## src/rtl/player_collision_engine.sv

```systemverilog
// player_collision_engine
// Clamps a player bounding box to the visible playfield, then scans a small
// platform table one entry per cycle and reports the OR of all contact codes:
// 11 side, 10 landing on top, 01 bumping from below, 00 none.
// Optional feature macro: COLLISION_HIT_INDEX_EN (reports lowest hitting index).
module player_collision_engine #(
    parameter int NUM_PLAT = 6,
    parameter int COORD_W  = 10,
    parameter int H_MAX    = 1023,
    parameter int V_MAX    = 767,
    localparam int AW      = (NUM_PLAT > 1) ? $clog2(NUM_PLAT) : 1
) (
    input  logic               clk,
    input  logic               rst_n,
    input  logic               plat_we,
    input  logic [AW-1:0]      plat_addr,
    input  logic [COORD_W-1:0] plat_x,
    input  logic [COORD_W-1:0] plat_y,
    input  logic [COORD_W-1:0] plat_len,
    input  logic               start,
    input  logic [COORD_W-1:0] pos_x,
    input  logic [COORD_W-1:0] pos_y,
    input  logic [COORD_W-1:0] obj_w,
    input  logic [COORD_W-1:0] obj_h,
    output logic               busy,
    output logic               done,
    output logic [COORD_W-1:0] x_corr,
    output logic [COORD_W-1:0] y_corr,
    output logic [1:0]         result,
    output logic [AW-1:0]      hit_idx
);

    localparam int CW1 = COORD_W + 1;
    localparam int AW1 = AW + 1;
    localparam logic [CW1-1:0] HMAX_E = CW1'(H_MAX);
    localparam logic [CW1-1:0] VMAX_E = CW1'(V_MAX);

    localparam logic [1:0] S_IDLE  = 2'd0;
    localparam logic [1:0] S_CLAMP = 2'd1;
    localparam logic [1:0] S_SCAN  = 2'd2;
    localparam logic [1:0] S_DONE  = 2'd3;

    // Pull a coordinate back inside [1, lim - size]; sums are one bit wider so they never wrap.
    function automatic logic [COORD_W-1:0] clamp_axis(
        input logic [COORD_W-1:0] p,
        input logic [COORD_W-1:0] s,
        input logic [CW1-1:0]     lim
    );
        logic [CW1-1:0] sum_v;
        logic [CW1-1:0] diff_v;
        sum_v  = {1'b0, p} + {1'b0, s};
        diff_v = lim - {1'b0, s};
        if (p == {COORD_W{1'b0}}) begin
            clamp_axis = COORD_W'(1);
        end else if (sum_v > lim) begin
            clamp_axis = ({1'b0, s} > lim) ? {COORD_W{1'b0}} : diff_v[COORD_W-1:0];
        end else begin
            clamp_axis = p;
        end
    endfunction

    logic [1:0]         r_state;
    logic [1:0]         w_state_nxt;
    logic               r_busy;
    logic               r_done;
    logic [COORD_W-1:0] r_pos_x, r_pos_y, r_obj_w, r_obj_h;
    logic [COORD_W-1:0] r_xc, r_yc;
    logic [1:0]         r_acc;
    logic [AW-1:0]      r_idx;
    logic [COORD_W-1:0] r_x_corr, r_y_corr;
    logic [1:0]         r_result;
    logic [NUM_PLAT-1:0] r_valid;
    logic [COORD_W-1:0] r_plat_x   [NUM_PLAT];
    logic [COORD_W-1:0] r_plat_y   [NUM_PLAT];
    logic [COORD_W-1:0] r_plat_len [NUM_PLAT];

    logic               w_wr_en;
    logic               w_last;
    logic [1:0]         w_code;
    logic [CW1-1:0]     w_x, w_y, w_xw, w_yh, w_px, w_py, w_pe;

    assign w_wr_en = plat_we && !r_busy && ({1'b0, plat_addr} < AW1'(NUM_PLAT));
    assign w_last  = (r_idx == AW'(NUM_PLAT - 1));

    // Next-state decode for the evaluation sequencer.
    always_comb begin
        w_state_nxt = r_state;
        case (r_state)
            S_IDLE:  w_state_nxt = start ? S_CLAMP : S_IDLE;
            S_CLAMP: w_state_nxt = S_SCAN;
            S_SCAN:  w_state_nxt = w_last ? S_DONE : S_SCAN;
            S_DONE:  w_state_nxt = S_IDLE;
            default: w_state_nxt = S_IDLE;
        endcase
    end

    // Contact code of the table entry currently addressed by the scan index.
    always_comb begin
        w_x    = {1'b0, r_xc};
        w_y    = {1'b0, r_yc};
        w_xw   = {1'b0, r_xc} + {1'b0, r_obj_w};
        w_yh   = {1'b0, r_yc} + {1'b0, r_obj_h};
        w_px   = {1'b0, r_plat_x[r_idx]};
        w_py   = {1'b0, r_plat_y[r_idx]};
        w_pe   = {1'b0, r_plat_x[r_idx]} + {1'b0, r_plat_len[r_idx]};
        w_code = 2'b00;
        if (!r_valid[r_idx]) begin
            w_code = 2'b00;
        end else if ((w_x == w_pe || w_xw == w_px) && w_yh >= w_py && w_y <= w_py) begin
            w_code = 2'b11;
        end else if (w_yh == w_py && w_xw >= w_px && w_x <= w_pe) begin
            w_code = 2'b10;
        end else if (w_y == w_py && w_xw >= w_px && w_x <= w_pe) begin
            w_code = 2'b01;
        end else begin
            w_code = 2'b00;
        end
    end

    // Platform geometry storage; contents are meaningful only where the valid bit is set.
    always_ff @(posedge clk) begin
        if (w_wr_en) begin
            r_plat_x[plat_addr]   <= plat_x;
            r_plat_y[plat_addr]   <= plat_y;
            r_plat_len[plat_addr] <= plat_len;
        end
    end

    // Sequencer, operand capture, clamp/scan datapath, valid bits and held results.
    always_ff @(posedge clk or negedge rst_n) begin
        if (!rst_n) begin
            r_state  <= S_IDLE;
            r_busy   <= 1'b0;
            r_done   <= 1'b0;
            r_pos_x  <= {COORD_W{1'b0}};
            r_pos_y  <= {COORD_W{1'b0}};
            r_obj_w  <= {COORD_W{1'b0}};
            r_obj_h  <= {COORD_W{1'b0}};
            r_xc     <= {COORD_W{1'b0}};
            r_yc     <= {COORD_W{1'b0}};
            r_acc    <= 2'b00;
            r_idx    <= {AW{1'b0}};
            r_x_corr <= {COORD_W{1'b0}};
            r_y_corr <= {COORD_W{1'b0}};
            r_result <= 2'b00;
            r_valid  <= {NUM_PLAT{1'b0}};
        end else begin
            r_state <= w_state_nxt;
            r_busy  <= (w_state_nxt != S_IDLE);
            r_done  <= (w_state_nxt == S_DONE);
            if (w_wr_en) begin
                r_valid[plat_addr] <= 1'b1;
            end
            case (r_state)
                S_IDLE: begin
                    if (start) begin
                        r_pos_x <= pos_x;
                        r_pos_y <= pos_y;
                        r_obj_w <= obj_w;
                        r_obj_h <= obj_h;
                    end
                end
                S_CLAMP: begin
                    r_xc  <= clamp_axis(r_pos_x, r_obj_w, HMAX_E);
                    r_yc  <= clamp_axis(r_pos_y, r_obj_h, VMAX_E);
                    r_acc <= 2'b00;
                    r_idx <= {AW{1'b0}};
                end
                S_SCAN: begin
                    r_acc <= r_acc | w_code;
                    r_idx <= r_idx + AW'(1);
                    if (w_last) begin
                        r_x_corr <= r_xc;
                        r_y_corr <= r_yc;
                        r_result <= r_acc | w_code;
                    end
                end
                S_DONE: begin
                    r_idx <= {AW{1'b0}};
                end
                default: begin
                    r_idx <= {AW{1'b0}};
                end
            endcase
        end
    end

`ifdef COLLISION_HIT_INDEX_EN
    logic          r_hit_found;
    logic [AW-1:0] r_hit_work;
    logic [AW-1:0] r_hit_idx;

    // Remember the first (lowest) entry that produced a nonzero code during the scan.
    always_ff @(posedge clk or negedge rst_n) begin
        if (!rst_n) begin
            r_hit_found <= 1'b0;
            r_hit_work  <= {AW{1'b0}};
            r_hit_idx   <= {AW{1'b0}};
        end else begin
            case (r_state)
                S_CLAMP: begin
                    r_hit_found <= 1'b0;
                    r_hit_work  <= {AW{1'b0}};
                end
                S_SCAN: begin
                    if (w_code != 2'b00 && !r_hit_found) begin
                        r_hit_found <= 1'b1;
                        r_hit_work  <= r_idx;
                    end
                    if (w_last) begin
                        r_hit_idx <= r_hit_found ? r_hit_work
                                   : ((w_code != 2'b00) ? r_idx : {AW{1'b0}});
                    end
                end
                default: begin
                    r_hit_found <= r_hit_found;
                end
            endcase
        end
    end

    assign hit_idx = r_hit_idx;
`else
    assign hit_idx = {AW{1'b0}};
`endif

    assign busy   = r_busy;
    assign done   = r_done;
    assign x_corr = r_x_corr;
    assign y_corr = r_y_corr;
    assign result = r_result;

endmodule
```

## config.mk

```make
export PLATFORM = sky130hd
export DESIGN_NAME = player_collision_engine
export DESIGN_NICKNAME = d
export VERILOG_FILES = /design/src/rtl/player_collision_engine.sv
export SDC_FILE = /design/constraint.sdc
export NUM_CORES = 1
export LEC_CHECK = 0
export BUFFER_PORTS_ARGS = -buffer_cell sky130_fd_sc_hd__buf_2
export CAP_MARGIN = 10
export CORE_MARGIN = 2
export CORE_UTILIZATION = 60
export DETAILED_ROUTE_END_ITERATION = 16
export PLACE_DENSITY = 0.8
export SYNTH_ARGS = -nofsm -noshare
export SYNTH_HDL_FRONTEND = slang
export SYNTH_SLANG_ARGS = --single-unit
```

## constraint.sdc

```tcl
create_clock -name clk -period 11.7 [get_ports clk]
set_input_delay 0.585 -clock clk [delete_from_list [all_inputs] [get_ports clk]]
set_output_delay 0.585 -clock clk [all_outputs]
set_load 0.05 [all_outputs]
```

==> results.tsv <==
stage	metric	value	unit
outcome	status	finished clean	
clock_network	# Post-CTS Setup Buffers	0	
global_routing	largest net degree at the start of global routing	78	
clock_network	TritonCTS buffer count	28	
logic_synthesis	warning count from the yosys run	0	
final_layout	Seq. cell area	0.007838	mm2
placed_design	PortBufs	100	
clock_network	Root Driver	clkbuf_16	
global_routing	first-pass GRT wire length	46.03	mm
logic_synthesis	synthesized area	0.01355	mm2
final_layout	FILL cells	1470	
placed_design	pre-CTS setup slack	6.531	ns
clock_network	clock-pin slew on the worst setup and hold paths	0.06	ns
placed_design	Detail Placement HPWL	18.61	mm
sta	Worst Tran Pin Value	0.9641	ns
clock_network	CTS sink count	277	
logic_synthesis	Avg Inst Size Synth	13.63	um2
critical_path	Worst R2R Start	r_idx[0]	
logic_synthesis	FFs w/ async S/R, synth	35.02	%
run	max-cap viol count	0	
critical_path	CP Class	register to register	
sta	Slew Limit Fails	0	
sta	final hold vios	0	
clock_network	Gates resized, CTS repair	0	
critical_path	Crit. End Element	register	
clock_network	CTS Buffer Depth	3	
critical_path	largest fanout on the critical path	46	
floorplan	die area	0.02381	mm2
sta	Setup WS post-layout	6.488	ns
drt	DRT Wirelength	28.53	mm
logic_synthesis	Cell variety after synth	66	
drt	Via density	6.048	
sta	unrepaired setup endpoints after global routing	false	
floorplan	initial core utilization	61.53	%
global_routing	initial antenna violation count	1	
global_routing	vias in the first global route	8656	
critical_path	Reg-to-Reg End	r_acc[0]	
sta	Final min period	5.212	ns
power_and_ir_drop	pwr dens	314.5	mW/mm2
sta	Worst slew margin	35.73	%
final_layout	area growth from synthesis to layout	13.52	%
floorplan	Die Span Y	154.3	um
clock_network	TritonCTS clock tree	built	
floorplan	I/O pins	104	
logic_synthesis	Mapped Cells	994	
floorplan	# rows	54	
critical_path	critical path launch point type	register	
worst_hold_path	hold path depth	2	
critical_path	Worst EP arrival	5.68	ns
final_layout	fin nets	1284	
drt	router iterations before antenna repair	5	
sta	fin crit share	44.54	%
sta	Final setup viols	0	
power_and_ir_drop	P_leak	0.006328	uW
sta	fmax	0.1919	GHz
clock_network	CTS hold repair buffers	1	
floorplan	CORE AREA	0.02203	mm2
power_and_ir_drop	Max IR drop VDD	158.5	uV
final_layout	combined area of the multi-input logic cells	0.005419	mm2
worst_hold_path	Worst Hold End	r_obj_w[9]	
power_and_ir_drop	total power	4838	uW
logic_synthesis	sequential fraction of the synthesis area	57.79	%
global_routing	Congestion Overflow GR	0	
clock_network	H-tree Lvls	1	
worst_hold_path	hold path start	obj_w[9]	
drt	Antenna Nets Post-Route	0	
final_layout	Finished Core Util	69.85	%
global_routing	GR Util All Layers	24.46	%
drt	DRC viols	0	
floorplan	die width	154.3	um
critical_path	Reg2Reg Setup Slack	6.49	ns
worst_hold_path	HP Class	input pin to register	
final_layout	share of cells above drive strength 1	22.65	%
logic_synthesis	Top FF cell, synth	edfxtp_1	
drt	vias	8516	
drt	WL/cell	20.27	um
clock_network	Worst-Skew Late Latency	0.55	ns
critical_path	Reg2Reg Depth	19	
placed_design	Routability Congestion	0.8742	
logic_synthesis	Post-synth EDFFs	180	
sta	Worst Skew	0.01262	ns
sta	setup_tns	0	ns
logic_synthesis	FF+latch count, synth	277	
drt	DR iter-0 viols	501	
critical_path	Req. time, crit path	12.17	ns
## where the power goes
| part | total [uW] | switching (uW) | internal [uW] |
|---|---|---|---|
| Clock | 952 | 363 | 589 |
| Combinational | 2460 | 1400 | 1060 |
| Sequential | 1430 | 205 | 1220 |
| Total | 4840 | 1970 | 2870 |
## area by class of cell
class / count / area share [%]
sequential: 277 / 50.94
multi-input combinational: 638 / 35.22
clock buffer: 39 / 5.254
timing repair buffer: 114 / 3.969
tap: 280 / 2.277
clock inverter: 11 / 1.155
inverter: 47 / 1.147
antenna: 2 / 0.03253
## cells in the final DEF, fill, tap and decap left out, drive strengths merged, types with 8 or more instances in the layout
cell type,netlist,layout
xnor2,10,10
inv,47,47
edfxtp,180,180
nand2b,12,12
mux2,46,46
nor2,51,51
or2,9,9
nand4,10,10
dfrtp,97,97
ha,96,96
buf,14,113
a21o,29,29
o21ai,41,41
nor3,10,10
mux2i,37,37
nor2b,8,8
mux4,31,31
xor2,8,8
and2,10,10
nand3,14,14
clkbuf,20,39
nand2,54,54
a21oi,51,51
## per-stage QoR
step           cell area [um2]  cells  hold slack [ns]
2_1_floorplan            13560    996           0.2894
3_3_place_gp             14380   1355           0.4472
3_5_place_dp             14380   1355           0.4499
4_1_cts                  15380   1406           0.2511
5_1_grt                  15380   1406           0.2596
6_report                 15380   1408           0.2666
## worst max-delay path, cell delays in order, from the launching register on
cell	delay (ns)
dfrtp_4	0.68
buf_4	0.73
mux2i_1	0.26
a21o_1	0.22
inv_1	0.06
ha_1	0.28
a21o_1	0.17
a21oi_1	0.21
o21bai_1	0.08
a21oi_1	0.22
o21ai_0	0.24
nor4_1	0.28
a311oi_1	0.11
ha_1	0.33
nand3_1	0.09
nor3_1	0.34
nor3_1	0.08
a221oi_1	0.42
a31oi_1	0.17
a21oi_1	0.16
## logic make-up after synthesis
| logic type | synth area share, % |
|---|---|
| buffers and inverters | 2.428 |
| other | 0.02767 |
| adders and majority gates | 9.601 |
| DFF | 57.79 |
| AOI/OAI and AO/OA | 9.463 |
| xor gates and xnor gates | 1.163 |
| muxes | 11.71 |
| and+or+nand+nor | 7.819 |
## state kept, by name, summed over array words and instances, names as in the netlist, 2 cells and up
name / count
r_acc: 2
r_idx: 3
r_obj_h: 10
r_obj_w: 10
r_plat_len: 60
r_plat_x: 60
r_plat_y: 60
r_pos_x: 10
r_pos_y: 10
r_state: 2
r_valid: 6
r_xc: 10
r_yc: 10
result: 2
x_corr: 10
y_corr: 10
## synthesized netlist by cell type, drive strengths merged (12+ instances only)
master  number  area (um2)
edfxtp     180        5405
clkbuf      20       75.07
mux4        31       698.2
nor2        51       191.4
buf         14       77.58
o21ai       41       205.2
dfrtp       97        2427
inv         47       176.4
nand2       54       202.7
ha          96        1201
mux2        46       518.0
a21oi       51       255.2
nand3       14       75.07
a21o        29       217.7
mux2i       37       370.4
nand2b      12       75.07
## worst max path at each step
stage	cells after the start	end	slack, ns	start
after CTS	19	r_acc[0]	6.50	r_idx[0]
after global routing	17	r_acc[0]	5.96	r_idx[0]
after global placement	20	result[0]	6.70	r_idx[0]
after detailed placement	19	r_acc[0]	6.53	r_idx[0]
after floorplan	20	result[0]	7.49	r_idx[0]
final	19	r_acc[0]	6.49	r_idx[0]
## layer usage
metal	GRT usage, %	vias to the layer above	share of wire (%)	routed length (um)
met2	39.55	269	47	13390
met5	0	-	0	0
met4	7.011	0	2.4	683
met3	4.399	62	5.7	1633
li1	-	3996	-	-
met1	34.58	4189	45	12830
Power figures use the tool's default switching activity.
